$ cat src/rtl/mux_pipe_if.sv
// mux_pipe_if: input and output handshake bundle for mux_pipe.
// The slave modport is the mux_pipe view. The master modport is the view of
// whoever drives the inputs and consumes the outputs.
interface mux_pipe_if #(
  parameter int WIDTH    = 1,
  parameter int CHANNELS = 2,
  parameter int SEL_W    = (CHANNELS > 1) ? $clog2(CHANNELS) : 1
);
  logic [CHANNELS*WIDTH-1:0] in_data;
  logic [SEL_W-1:0]          in_sel;
  logic                      in_valid;
  logic                      in_ready;
  logic [WIDTH-1:0]          out_data;
  logic [SEL_W-1:0]          out_sel;
  logic                      out_valid;
  logic                      out_ready;

  modport slave (
    input  in_data, in_sel, in_valid, out_ready,
    output in_ready, out_data, out_sel, out_valid
  );

  modport master (
    output in_data, in_sel, in_valid, out_ready,
    input  in_ready, out_data, out_sel, out_valid
  );
endinterface

$ cat src/rtl/mux_pipe.sv
// mux_pipe: CHANNELS-to-1 channel mux followed by a 2-entry FIFO.
// The FIFO holds the selected data and the select value that produced it.
// Optional macro MUX_PIPE_SELCHK_EN adds two outputs for out-of-range
// selects: a sticky sel_err flag and sel_err_cnt, a saturating 8-bit count.
module mux_pipe #(
  parameter int WIDTH    = 1,
  parameter int CHANNELS = 2,
  localparam int SEL_W   = (CHANNELS > 1) ? $clog2(CHANNELS) : 1
) (
  input  logic       clk,
  input  logic       rst_n,
  mux_pipe_if.slave  bus
`ifdef MUX_PIPE_SELCHK_EN
  ,
  output logic       sel_err,
  output logic [7:0] sel_err_cnt
`endif
);

  typedef enum logic [1:0] {
    ST_EMPTY = 2'd0,
    ST_ONE   = 2'd1,
    ST_FULL  = 2'd2
  } occ_e;

  occ_e             r_state;
  occ_e             w_state_nxt;
  logic [WIDTH-1:0] r_mem_data [2];
  logic [SEL_W-1:0] r_mem_sel  [2];
  logic             r_wptr;
  logic             r_rptr;
  logic             w_in_ready;
  logic             w_out_valid;
  logic             w_push;
  logic             w_pop;
  logic [WIDTH-1:0] w_sel_data;

  // The handshake flags decode the registered occupancy only.
  // As a result, in_ready never depends combinationally on out_ready.
  assign w_in_ready  = (r_state != ST_FULL);
  assign w_out_valid = (r_state != ST_EMPTY);
  assign w_push      = bus.in_valid && w_in_ready;
  assign w_pop       = w_out_valid && bus.out_ready;

  assign bus.in_ready  = w_in_ready;
  assign bus.out_valid = w_out_valid;
  assign bus.out_data  = r_mem_data[r_rptr];
  assign bus.out_sel   = r_mem_sel[r_rptr];

  // Select one channel. A select with no matching channel yields zero data.
  always_comb begin
    // NOTE: the default comes first so every path assigns w_sel_data.
    // Without it, the tool would infer a latch.
    w_sel_data = '0;
    for (int k = 0; k < CHANNELS; k++) begin
      if (int'(bus.in_sel) == k) w_sel_data = bus.in_data[k*WIDTH +: WIDTH];
    end
  end

  // Next occupancy: a push alone increments it and a pop alone decrements it.
  // A push together with a pop leaves it unchanged.
  always_comb begin
    w_state_nxt = r_state;
    case (r_state)
      ST_EMPTY: if (w_push) w_state_nxt = ST_ONE;
      ST_ONE: begin
        if (w_push && !w_pop)      w_state_nxt = ST_FULL;
        else if (!w_push && w_pop) w_state_nxt = ST_EMPTY;
      end
      ST_FULL:  if (w_pop) w_state_nxt = ST_ONE;
      default:  w_state_nxt = ST_EMPTY;
    endcase
  end

  // Occupancy state register.
  always_ff @(posedge clk or negedge rst_n) begin
    // NOTE: sequential state uses non-blocking assignments.
    // Every register then samples pre-edge values, whatever the block order.
    if (!rst_n) r_state <= ST_EMPTY;
    else        r_state <= w_state_nxt;
  end

  // Entry storage and 1-bit pointers that wrap from 1 to 0.
  // In the ONE state, a same-edge push and pop writes the free slot and
  // advances the read pointer onto the entry just written.
  always_ff @(posedge clk or negedge rst_n) begin
    if (!rst_n) begin
      // NOTE: the storage is reset on purpose so that out_data and out_sel
      // read zero straight out of reset. At two entries this costs little.
      r_mem_data[0] <= '0;
      r_mem_data[1] <= '0;
      r_mem_sel[0]  <= '0;
      r_mem_sel[1]  <= '0;
      r_wptr        <= 1'b0;
      r_rptr        <= 1'b0;
    end else begin
      if (w_push) begin
        r_mem_data[r_wptr] <= w_sel_data;
        r_mem_sel[r_wptr]  <= bus.in_sel;
        r_wptr             <= ~r_wptr;
      end
      if (w_pop) r_rptr <= ~r_rptr;
    end
  end

`ifdef MUX_PIPE_SELCHK_EN
  logic       w_sel_bad;
  logic       r_sel_err;
  logic [7:0] r_sel_err_cnt;

  assign w_sel_bad   = (int'(bus.in_sel) >= CHANNELS);
  assign sel_err     = r_sel_err;
  assign sel_err_cnt = r_sel_err_cnt;

  // Sticky flag and saturating count of accepted out-of-range selects.
  always_ff @(posedge clk or negedge rst_n) begin
    if (!rst_n) begin
      r_sel_err     <= 1'b0;
      r_sel_err_cnt <= 8'd0;
    end else if (w_push && w_sel_bad) begin
      r_sel_err <= 1'b1;
      if (r_sel_err_cnt != 8'hFF) r_sel_err_cnt <= r_sel_err_cnt + 8'd1;
    end
  end
`endif

endmodule

$ cat src/flat_wrapper.sv
// flat-port wrapper written by rule: the top's interface ports become plain ports
module mux_pipe_flat 
#(
  parameter int WIDTH    = 1,
  parameter int CHANNELS = 2,
  localparam int SEL_W   = (CHANNELS > 1) ? $clog2(CHANNELS) : 1
)
  (clk, rst_n, bus_in_data, bus_in_sel, bus_in_valid, bus_out_ready, bus_in_ready, bus_out_data, bus_out_sel, bus_out_valid);
  mux_pipe_if #(.WIDTH(WIDTH), .CHANNELS(CHANNELS)) bus_i ();
  input  logic clk;
  input  logic rst_n;
  input wire logic [$bits(bus_i.in_data)-1:0] bus_in_data;
  input wire logic [$bits(bus_i.in_sel)-1:0] bus_in_sel;
  input wire logic [$bits(bus_i.in_valid)-1:0] bus_in_valid;
  input wire logic [$bits(bus_i.out_ready)-1:0] bus_out_ready;
  output wire logic [$bits(bus_i.in_ready)-1:0] bus_in_ready;
  output wire logic [$bits(bus_i.out_data)-1:0] bus_out_data;
  output wire logic [$bits(bus_i.out_sel)-1:0] bus_out_sel;
  output wire logic [$bits(bus_i.out_valid)-1:0] bus_out_valid;
  assign bus_i.in_data = bus_in_data;
  assign bus_i.in_sel = bus_in_sel;
  assign bus_i.in_valid = bus_in_valid;
  assign bus_i.out_ready = bus_out_ready;
  assign bus_in_ready = bus_i.in_ready;
  assign bus_out_data = bus_i.out_data;
  assign bus_out_sel = bus_i.out_sel;
  assign bus_out_valid = bus_i.out_valid;
  mux_pipe #(.WIDTH(WIDTH), .CHANNELS(CHANNELS)) u_core (.clk(clk), .rst_n(rst_n), .bus(bus_i));
endmodule
$ cat config.mk
export PLATFORM = sky130hd
export DESIGN_NAME = mux_pipe_flat
export DESIGN_NICKNAME = d
export VERILOG_FILES = /design/src/rtl/mux_pipe_if.sv /design/src/rtl/mux_pipe.sv /design/src/flat_wrapper.sv
export SDC_FILE = /design/constraint.sdc
export NUM_CORES = 1
export LEC_CHECK = 0
export ABC_AREA = 1
export CORE_AREA = 2 2 39 41
export DETAILED_ROUTE_END_ITERATION = 16
export DIE_AREA = 0 0 41 43
export PLACE_DENSITY = 0.52
export SYNTH_ARGS = -nofsm -noshare
export SYNTH_HDL_FRONTEND = slang
export SYNTH_SLANG_ARGS = --single-unit
$ cat constraint.sdc
create_clock -name clk -period 0.9 [get_ports clk]
set_input_delay 0.225 -clock clk [delete_from_list [all_inputs] [get_ports clk]]
set_output_delay 0.225 -clock clk [all_outputs]
set_load 0.01 [all_outputs]
* Word-level counts from Yosys, hierarchy flattened
Cells that the tools add are included.
Word-level totals: register bits 8, input port bits 7, output and inout bits 4, word-level logic and storage cells 46
Cells by class: muxes and demuxes 16, reductions and logical operators 10, equal/unequal tests 6, bitwise gates (word level) 4, order comparisons 3
Operator list (number):
- 2-to-1 mux 1 bit | 8
- 2-to-1 mux 2 bit | 4
- one-hot mux 2 bit (3 select lines) | 1
- logical AND 1 bit | 5
- bitwise mux 2 bit | 2
- greater-or-equal comparator 2 bit (second input constant) | 2
- != test 2 x 1 -> 1 bit (second input constant) | 2
- NOT 1 -> 2 bit | 2
- != test 3 x 1 -> 1 bit (second input constant) | 1
- AND reduction 3 bit | 1
- equality test 2 x 1 -> 1 bit (second input constant) | 1
- equality test 2 bit (second input constant) | 1
- zero test 1 bit | 2
- zero test 2 bit | 1
- less-than comparator 2 x 1 -> 1 bit (second input constant) | 1
- != test 2 bit (second input constant) | 1
- NOT 1 bit | 2
- nonzero test 2 bit | 1
- demux 1 bit (select 1 bit) | 1

* Depth between registers and ports, before layout
Gate-level depths: netlist of run 1.
depth in word-level cells 7, mapped depth 6, depth with buffers taken out 6

* Worst setup path after synthesis of run 1
No wires, ideal clock.
path type flip-flop to flip-flop, start point register u_core.r_state[1], end point register u_core.r_mem_data[0] (netlist name), stages on the path, launching flop included 5, setup slack -0.029 ns, library setup time 0.117 ns, period minus slack after synthesis 0.929 ns, arrival time 0.811 ns, required time 0.783 ns, buffers on the path 0, cell sequence dfrtp_1 nand2_1 nand3_1 nand2_1 nand2_1
On the way: longest elaborated chain between the ends 2
Ends and longest elaborated chain:
- start, declared | RTL line mux_pipe.sv:26 | occ_e r_state;
- start signal, assigned | RTL line mux_pipe.sv:80 | else r_state <= w_state_nxt;
- != test 2 bit | RTL line mux_pipe.sv:40 | assign w_in_ready = (r_state != ST_FULL);
- net bus_in_ready | RTL line flat_wrapper.sv:16 | output wire logic [$bits(bus_i.in_ready)-1:0] bus_in_ready;
- logical AND 1 bit | RTL line mux_pipe.sv:42 | assign w_push = bus.in_valid && w_in_ready;
- end signal, assigned by index | RTL line mux_pipe.sv:98 | r_mem_data[r_wptr] <= w_sel_data;
- end, declared | RTL line mux_pipe.sv:28 | logic [WIDTH-1:0] r_mem_data [2];
The timed path passes the listed nets, and every way through them passes these cells. A chain may end at the register's enable or synchronous reset.

* Final worst setup path of run 1
start point register u_core.r_rptr, end point output port bus_out_sel
On the way: longest elaborated chain between the ends 4
Ends and longest elaborated chain:
- start, declared | RTL line mux_pipe.sv:31 | logic r_rptr;
- start signal, assigned | RTL line mux_pipe.sv:102 | if (w_pop) r_rptr <= ~r_rptr;
- NOT 1 -> 2 bit (implied by the code) | RTL line mux_pipe.sv:48 | assign bus.out_sel = r_mem_sel[r_rptr];
- 2-to-1 mux 1 bit (implied by the code) (3 in series) | RTL line mux_pipe.sv:48
- end, declared | RTL line flat_wrapper.sv:18 | output wire logic [$bits(bus_i.out_sel)-1:0] bus_out_sel;
Every way passes these cells. The select of a mux whose other input is x is not followed.

==> flow_summary.yaml, run 1 <==
worst_setup_path:
  arrival_ns: 0.95
  critPathRequiredTime_ns: 0.67
  critical_path_class: "reg2out"
  crit_path_start_kind: "flip-flop"
  worstPathMaxFanout: 4
  end_kind: "output port"
clock_tree:
  h-tree-depth: 1
  ctsHoldBuffers: 0
  cts_max_path_buffers: 2
  clk_latency_ns: 0.25
  cts_tree: "yes"
  numClockSinks: 8
  clk_pin_slew_ns: 0.06
  clockRootBuffer: "clkbuf_4"
  cts_buffers: 3
layout:
  final_cell_mix: "21 x nand2_1, 8 x buf_4, 8 x dfrtp_1, 7 x nand2_2, 7 x inv_1"
  seqCellArea_sq_um: 200.2
  layout.nets: 94
  final_cell_area_sq_um: 755.7
  antenna_cells: 0
  fillers: 139
  layout_commonest_cell: "nand2_1"
  fin_cells: 101
  area_delta_synth_final_pct: 77.65
  drive_gt1_frac: 0.4588
  multiInputGateArea_sq_um: 255.2
logic_synthesis:
  synth_compound_area_frac: 0.02059
  synthCells: 59
  synth_mux_area_frac: 0
  ys_ff_latch: 8
  avgSynthCellArea_sq_um: 7.210
  synthXorXnorAreaFrac: 0
  ys_seq_area_frac: 0.4706
  synthAdderAreaFrac: 0
  synth.distinct_cells: 10
  ys_warn_count: 0
  yosys.area_share.simple: 0.4118
  syn_area_sq_um: 425.4
  synth_nets: 66
  synth_top_family_by_area: "simple AND/OR/NAND/NOR gates"
placed_design:
  place_area_sq_um: 650.6
  hpwl_um: 704.7
  placedCellCount: 97
  portBuffers: 10
  gp_congestion: 0.8027
floorplan:
  rows: 14
  die_w_um: 41
  core-area_sq_um: 1384
  initial_core_util: 0.3074
  io_pins: 11
  die_y_um: 43
  die_area_sq_um: 1763
sta:
  clock_skew_ns: 0.0007609
  hold_ws_ns: 0.2891
  hold_violations: 0
  tns_ns: -1.354
  slew_viol_final: 0
  fin_crit_ns: 1.172
  finalCritPeriodShare: 1.303
  setup_viol: 12
  fin_ws_ns: -0.2724
  worstMarginPinSlew_ns: 0.2413
  slew_headroom: 0.8391
  rsz0062_at_grt: "true"
  fmax_mhz: 853.0
route:
  drtAntennaViolNets: 0
  drt-vias-per-instance: 4.436
  vias: 448
  top_layer: "met4"
  wl_met1_um: 496
  drtPass1Iterations: 4
  drt_wl_total_um: 1027
  wl_met2_um: 473
  wl_met3_um: 44
  drc: 0
  routedWlPerCell_um: 10.17
  drt_iter0_drc: 11
outcome:
  violations: "setup timing"
  status: "finished with violations"
global_route:
  grt_pass1_vias: 428
  grt_max_degree: 9
  grt_pass1_wl_um: 1718
  gr-total-overflow: 0
  grt_usage: 0.1481
  antenna_found_initial: 0
pwr:
  p_leak_nw: 0.4082
  ir_drop_mv: 1.071
  total_power_w: 0.001660
  powerDensity_nw_per_um2: 2196
run:
  drv_cap: 0
hold_path:
  min_path_type: "in2async"
[flip-flops by register name (all words and copies together), names as in the netlist]
signal             flops
u_core.r_mem_data      2
u_core.r_mem_sel       2
u_core.r_state         2
u_core.r_rptr          1
u_core.r_wptr          1
[synthesized netlist by cell type]
library cell,count,area [sq um]
nand3_2,1,10.01
nor3_2,1,10.01
inv_1,11,41.29
a21oi_2,1,8.760
dfrtp_1,8,200.2
nand2_1,27,101.4
nor2_1,1,3.750
nand3_1,5,25.02
nand4_1,2,12.51
nand2_2,2,12.51
[per-stage QoR]
| step | setup slack (ns) | util |
|---|---|---|
| finish | -0.2724 | 0.5461 |
| global route | -0.3232 | 0.5461 |
| CTS | -0.2779 | 0.5271 |
| detailed placement | -0.4308 | 0.4702 |
| global placement | -0.4182 | 0.4702 |
| floorplan | -0.005960 | - |
[power by group]
group	internal, W	switching, W
registers	0.000478	0.000102
clock network	0.000153	0.000128
logic	0.000431	0.000368
total	0.00106	0.000598
[path summary, 6_finish.rpt]
kind / startpoint / endpoint / slack, ns / cells after the start
worst max-delay path: u_core.r_rptr$_DFFE_PN0P_ / bus_out_sel / -0.27 / 4
worst min-delay path: rst_n / u_core.r_mem_sel[0]$_DFFE_PN0P_ / 0.29 / 2
worst max register to register: u_core.r_state[0]$_DFFE_PN0P_ / u_core.r_state[0]$_DFFE_PN0P_ / -0.10 / 7
worst min register to register: u_core.r_rptr$_DFFE_PN0P_ / u_core.r_rptr$_DFFE_PN0P_ / 0.54 / 2
max in group asynchronous: rst_n / u_core.r_mem_data[0]$_DFFE_PN0P_ / 0.51 / 2
min in group clk: bus_in_valid / u_core.r_state[0]$_DFFE_PN0P_ / 0.51 / 5
[final cells by class]
class / instances / area share
multi-input combinational: 40 / 0.3377
timing repair buffer: 23 / 0.2864
sequential: 8 / 0.2649
inverter: 11 / 0.05464
clock buffer: 3 / 0.02980
tap: 16 / 0.02649
[worst max-delay path, cell delays in order, from the launching register on]
cell and delay (ns):
dfrtp_1 0.41, inv_2 0.08, nand2_1 0.05, nand2_1 0.04, buf_2 0.12
[timing repair]
| action | CTS | global route |
|---|---|---|
| buffers inserted | 3 | 0 |
| setup endpoints to repair | 12 | 12 |
| gates resized for setup | 32 | 11 |
| pin swaps | 6 | 8 |
[routing by layer]
layer,global-route usage,vias up
met4,0.1000,0
met5,0,-
met2,0.1938,12
met3,0.03141,4
met1,0.2093,196
li1,-,236
[logic make-up after synthesis]
group,after synthesis
AND/OR/NAND/NOR,39
buffers and inverters,11
flip-flops,8
AO/OA/AOI/OAI,1
Note: power is estimated with default switching activity, not from simulation.
==> inputs of run 2 (changes only) <==
--- a/config.mk
+++ b/config.mk
@@ -7,8 +7,10 @@
 export LEC_CHECK = 0
 export ABC_AREA = 1
 export CORE_AREA = 2 2 39 41
+export CTS_CLUSTER_SIZE = 12
 export DETAILED_ROUTE_END_ITERATION = 16
 export DIE_AREA = 0 0 41 43
+export MAX_ROUTING_LAYER = met4
 export PLACE_DENSITY = 0.52
 export SYNTH_ARGS = -nofsm -noshare
 export SYNTH_HDL_FRONTEND = slang
==> run 2 against run 1 <==
Against the previous run:
- the run still ends with setup timing left
- global-route usage up 0.37 points
- first-iteration DRC count unchanged
- maximum frequency about the same
==> flow_summary.yaml, run 2 (synthesis results as in run 1) <==
route:
  wl_met2_um: 473
  vias: 448
  routedWlPerCell_um: 10.17
  drc: 0
  drt-vias-per-instance: 4.436
  drtAntennaViolNets: 0
  wl_met3_um: 44
  wl_met1_um: 496
  drtPass1Iterations: 4
  top_layer: "met4"
  drt_iter0_drc: 11
  drt_wl_total_um: 1027
clock_tree:
  cts_buffers: 3
  cts_tree: "yes"
  numClockSinks: 8
  clk_latency_ns: 0.25
  clockRootBuffer: "clkbuf_4"
  h-tree-depth: 1
  cts_max_path_buffers: 2
  ctsHoldBuffers: 0
  clk_pin_slew_ns: 0.06
pwr:
  seq_power_share: 0.349
  p_int_w: 0.001062
  p_clk_frac: 0.169
  switching_share: 0.3601
  p_leak_nw: 0.4082
  power_switching_w: 0.0005977
  ir_drop_mv: 1.071
  powerDensity_nw_per_um2: 2196
  comb_power_share: 0.482
sta:
  slew_viol_final: 0
  hold_violations: 0
  setup_viol: 12
  worstMarginPinSlew_ns: 0.2413
  fin_ws_ns: -0.2724
  rsz0062_at_grt: "true"
  fmax_mhz: 852.9
  finalCritPeriodShare: 1.303
  hold_ws_ns: 0.2891
  fin_crit_ns: 1.172
  slew_headroom: 0.8391
  tns_ns: -1.354
  clock_skew_ns: 0.0007788
layout:
  layout_commonest_cell: "nand2_1"
  top_regs: "u_core.r_mem_data (2), u_core.r_mem_sel (2), u_core.r_state (2)"
  antenna_cells: 0
  final_cell_mix: "21 x nand2_1, 8 x buf_4, 8 x dfrtp_1, 7 x nand2_2, 7 x inv_1"
  layout.nets: 94
  area_delta_synth_final_pct: 77.65
  drive_gt1_frac: 0.4588
  fin_cells: 101
worst_setup_path:
  critPathRequiredTime_ns: 0.67
  crit_path_start_kind: "flip-flop"
  end_kind: "output port"
  arrival_ns: 0.95
  worstPathMaxFanout: 4
  reg2reg_slack_ns: -0.10
  critical_path_class: "reg2out"
floorplan:
  io_pins: 11
  die_w_um: 41
  core-area_sq_um: 1384
  die_y_um: 43
  die_area_sq_um: 1763
  rows: 14
  initial_core_util: 0.3074
placed_design:
  gp_congestion: 0.8144
  placedCellCount: 97
  dp_slack_ns: -0.4308
  portBuffers: 10
  hpwl_um: 704.7
global_route:
  antenna_found_initial: 0
  grt_max_degree: 9
  grt_usage: 0.1518
  grt_pass1_vias: 429
  gr-total-overflow: 0
  grt_pass1_wl_um: 1718
run:
  drv_cap: 0
outcome:
  status: "finished with violations"
  violations: "setup timing"
hold_path:
  min_path_type: "in2async"
-- run 2: cell counts in the layout (fill, tap and decap cells not counted) --
Identical to the previous run, type by type.
-- run 2: repair_timing --
| action | 4_1_cts | 5_1_grt |
|---|---|---|
| pin swaps | 6 | 8 |
| hold endpoints to repair | 0 | 0 |
| buffers inserted | 3 | 0 |
| gates resized for setup | 32 | 11 |
| setup endpoints to repair | 12 | 12 |
| gates cloned | 0 | 0 |
-- run 2: final cells by class --
type | instances | area, sq um
multi-input cells | 40 | 255.2
repair buffers | 23 | 216.5
clock buffers | 3 | 22.52
flip-flops and latches | 8 | 200.2
inverters | 11 | 41.29
fillers | 139 | 628.1
well taps | 16 | 20.02
-- run 2: power by group through the flow --
stage          logic, W  clock network, W  registers, W
2_1_floorplan  0.000298                 0      0.000549
3_3_place_gp   0.000693                 0      0.000563
3_5_place_dp   0.000695                 0      0.000569
4_1_cts        0.000757          0.000281      0.000573
5_1_grt        0.000888          0.000304      0.000593
6_report       0.000799          0.000281      0.000580
-- run 2: final timing paths --
check / start / to / cells past startpoint
worst max-delay path: u_core.r_rptr$_DFFE_PN0P_ / bus_out_sel / 4
worst min-delay path: rst_n / u_core.r_mem_sel[0]$_DFFE_PN0P_ / 2
worst max register to register: u_core.r_state[0]$_DFFE_PN0P_ / u_core.r_state[0]$_DFFE_PN0P_ / 7
worst min register to register: u_core.r_rptr$_DFFE_PN0P_ / u_core.r_rptr$_DFFE_PN0P_ / 2
max in group asynchronous: rst_n / u_core.r_mem_data[0]$_DFFE_PN0P_ / 2
min in group clk: bus_in_valid / u_core.r_state[0]$_DFFE_PN0P_ / 5
-- run 2: critical path: stages (launching register included) --
cell and delay (ns):
dfrtp_1 0.41, inv_2 0.08, nand2_1 0.05, nand2_1 0.04, buf_2 0.12
-- run 2: metal layers --
layer  vias up  track usage
met5         -            -
met3         4      0.03141
met4         0       0.1000
met1       196       0.2093
li1        236            -
met2        12       0.1938
-- run 2: through the flow --
stage | total power (W) | area (sq um) | utilization
floorplan | 0.0008477 | 427.9 | -
global placement | 0.001257 | 650.6 | 0.4702
detailed placement | 0.001264 | 650.6 | 0.4702
CTS | 0.001610 | 729.5 | 0.5271
global route | 0.001785 | 755.7 | 0.5461
finish | 0.001660 | 755.7 | 0.5461
==> inputs of run 3 (changes only) <==
--- a/config.mk
+++ b/config.mk
@@ -11,7 +11,6 @@
 export DETAILED_ROUTE_END_ITERATION = 16
 export DIE_AREA = 0 0 41 43
 export MAX_ROUTING_LAYER = met4
-export PLACE_DENSITY = 0.52
 export SYNTH_ARGS = -nofsm -noshare
 export SYNTH_HDL_FRONTEND = slang
 export SYNTH_SLANG_ARGS = --single-unit
==> run 3 against run 2 <==
Against the previous run:
- clock power decreased by 4%
- non-clock buffer count increased by 3
- largest cell class is now buffers
- global-route usage decreased by 1.5 points
- design area decreased by 0.50%
- the flow still finishes with violations (setup timing)
- sequential share of layout area increased by 0.13 points
- utilization decreased by 0.27 points
- highest routed layer unchanged
==> flow_summary.yaml, run 3 (synthesis results as in run 1) <==
pwr:
  p_leak_nw: 0.4169
  ir_drop_mv: 0.9205
  total_power_w: 0.001580
  powerDensity_nw_per_um2: 2101
route:
  vias: 444
  drtAntennaViolNets: 0
  drc: 0
  drt-vias-per-instance: 4.269
  drtPass1Iterations: 4
  drt_wl_total_um: 996
  routedWlPerCell_um: 9.577
  drt_iter0_drc: 6
sta:
  clock_skew_ns: 0.006408
  hold_ws_ns: 0.2881
  finalCritPeriodShare: 1.294
  setup_viol: 11
  slew_viol_final: 0
  worstMarginPinSlew_ns: 0.1760
  tns_ns: -1.819
  hold_violations: 0
  slew_headroom: 0.8827
  rsz0062_at_grt: "true"
  fin_crit_ns: 1.164
  fmax_mhz: 858.8
  fin_ws_ns: -0.2644
floorplan:
  die_w_um: 41
  rows: 14
  core-area_sq_um: 1384
  die_y_um: 43
  die_area_sq_um: 1763
  initial_core_util: 0.3074
  io_pins: 11
global_route:
  grt_max_degree: 9
  antenna_found_initial: 0
  gr-total-overflow: 0
  grt_pass1_vias: 388
  grt_usage: 0.1372
  grt_pass1_wl_um: 1593
placed_design:
  hpwl_um: 700.8
  place_area_sq_um: 665.6
  portBuffers: 10
  gp_congestion: 0.8271
outcome:
  violations: "setup timing"
  status: "finished with violations"
layout:
  layout.nets: 97
  antenna_cells: 0
  seqCellArea_sq_um: 200.2
  fillers: 136
  area_delta_synth_final_pct: 76.76
  final_cell_area_sq_um: 752.0
  multiInputGateArea_sq_um: 221.5
  drive_gt1_frac: 0.4091
  layout_commonest_cell: "nand2_1"
  top_regs: "u_core.r_mem_data (2), u_core.r_mem_sel (2), u_core.r_state (2)"
  final_cell_mix: "25 x nand2_1, 9 x buf_4, 8 x inv_1, 8 x buf_6, 8 x dfrtp_1"
clock_tree:
  cts_buffers: 3
  clk_latency_ns: 0.25
  h-tree-depth: 1
  ctsHoldBuffers: 0
  numClockSinks: 8
  clk_pin_slew_ns: 0.06
  cts_max_path_buffers: 2
  cts_tree: "yes"
  clockRootBuffer: "clkbuf_4"
worst_setup_path:
  cpMaxStageDelayCell: "dfrtp_1"
  slowest_delay_ns: 0.39
  end_kind: "output port"
  critical_path_class: "reg2out"
  crit_path_start_kind: "flip-flop"
  arrival_ns: 0.94
  crit_chain: "inv_2 > nand2_2 > buf_6"
  critPathRequiredTime_ns: 0.67
  worstPathMaxFanout: 3
hold_path:
  min_path_type: "in2async"
run:
  drv_cap: 0
[run 3: changes by cell type in the layout (fill, tap and decap cells not counted), sizes merged]
cell  previous run  this run
buf             17        20
[run 3: metrics by stage]
step / utilization / setup WS, ns / instances
2_1_floorplan: - / -0.005960 / 59
3_3_place_gp: 0.4810 / -0.4108 / 99
3_5_place_dp: 0.4810 / -0.4317 / 99
4_1_cts: 0.5380 / -0.2733 / 104
5_1_grt: 0.5434 / -0.3221 / 104
6_report: 0.5434 / -0.2644 / 104
[run 3: critical path: cells and delay by family, from the launching register on]
family | cells | cell delay [ns]
buf+inv | 2 | 0.23
simple gates | 1 | 0.08
flops | 1 | 0.39
[run 3: area by class of cell]
type | instances | area share
Timing Repair Buffer | 26 | 0.3278
Multi-Input combinational cell | 40 | 0.2945
Sequential cell | 8 | 0.2662
Inverter | 11 | 0.05491
Clock buffer | 3 | 0.02995
Tap cell | 16 | 0.02662
[run 3: path summary, 6_finish.rpt]
| kind | slack (ns) | end | depth (start not counted) | start |
|---|---|---|---|---|
| worst max-delay path | -0.26 | bus_in_ready | 3 | u_core.r_state[0]$_DFFE_PN0P_ |
| worst min-delay path | 0.29 | u_core.r_mem_data[0]$_DFFE_PN0P_ | 2 | rst_n |
| worst max register to register | -0.18 | u_core.r_wptr$_DFFE_PN0N_ | 6 | u_core.r_state[1]$_DFFE_PN0P_ |
| worst min register to register | 0.49 | u_core.r_mem_sel[0]$_DFFE_PN0P_ | 2 | u_core.r_mem_sel[0]$_DFFE_PN0P_ |
| max in group asynchronous | 0.51 | u_core.r_state[1]$_DFFE_PN0P_ | 2 | rst_n |
| min in group clk | 0.49 | u_core.r_state[0]$_DFFE_PN0P_ | 5 | bus_in_valid |
[run 3: per-layer routing]
layer	part of all wire	GRT usage	vias to the layer above
met4	0.013	0.08000	0
met3	0.045	0.01571	2
met2	0.51	0.2031	13
met1	0.43	0.1728	188
li1	-	-	241
met5	0	-	-
[run 3: power by group]
group	internal [W]	switching, W
Clock	0.000152	0.000118
Combinational	0.000400	0.000339
Sequential	0.000478	0.0000931
Total	0.00103	0.000550
[run 3: timing repair]
item	4_1_cts	5_1_grt
hold endpoints to repair	0	0
endpoints found under the setup margin	12	12
pin swaps	5	7
resized for setup	32	4
buffers inserted	4	1
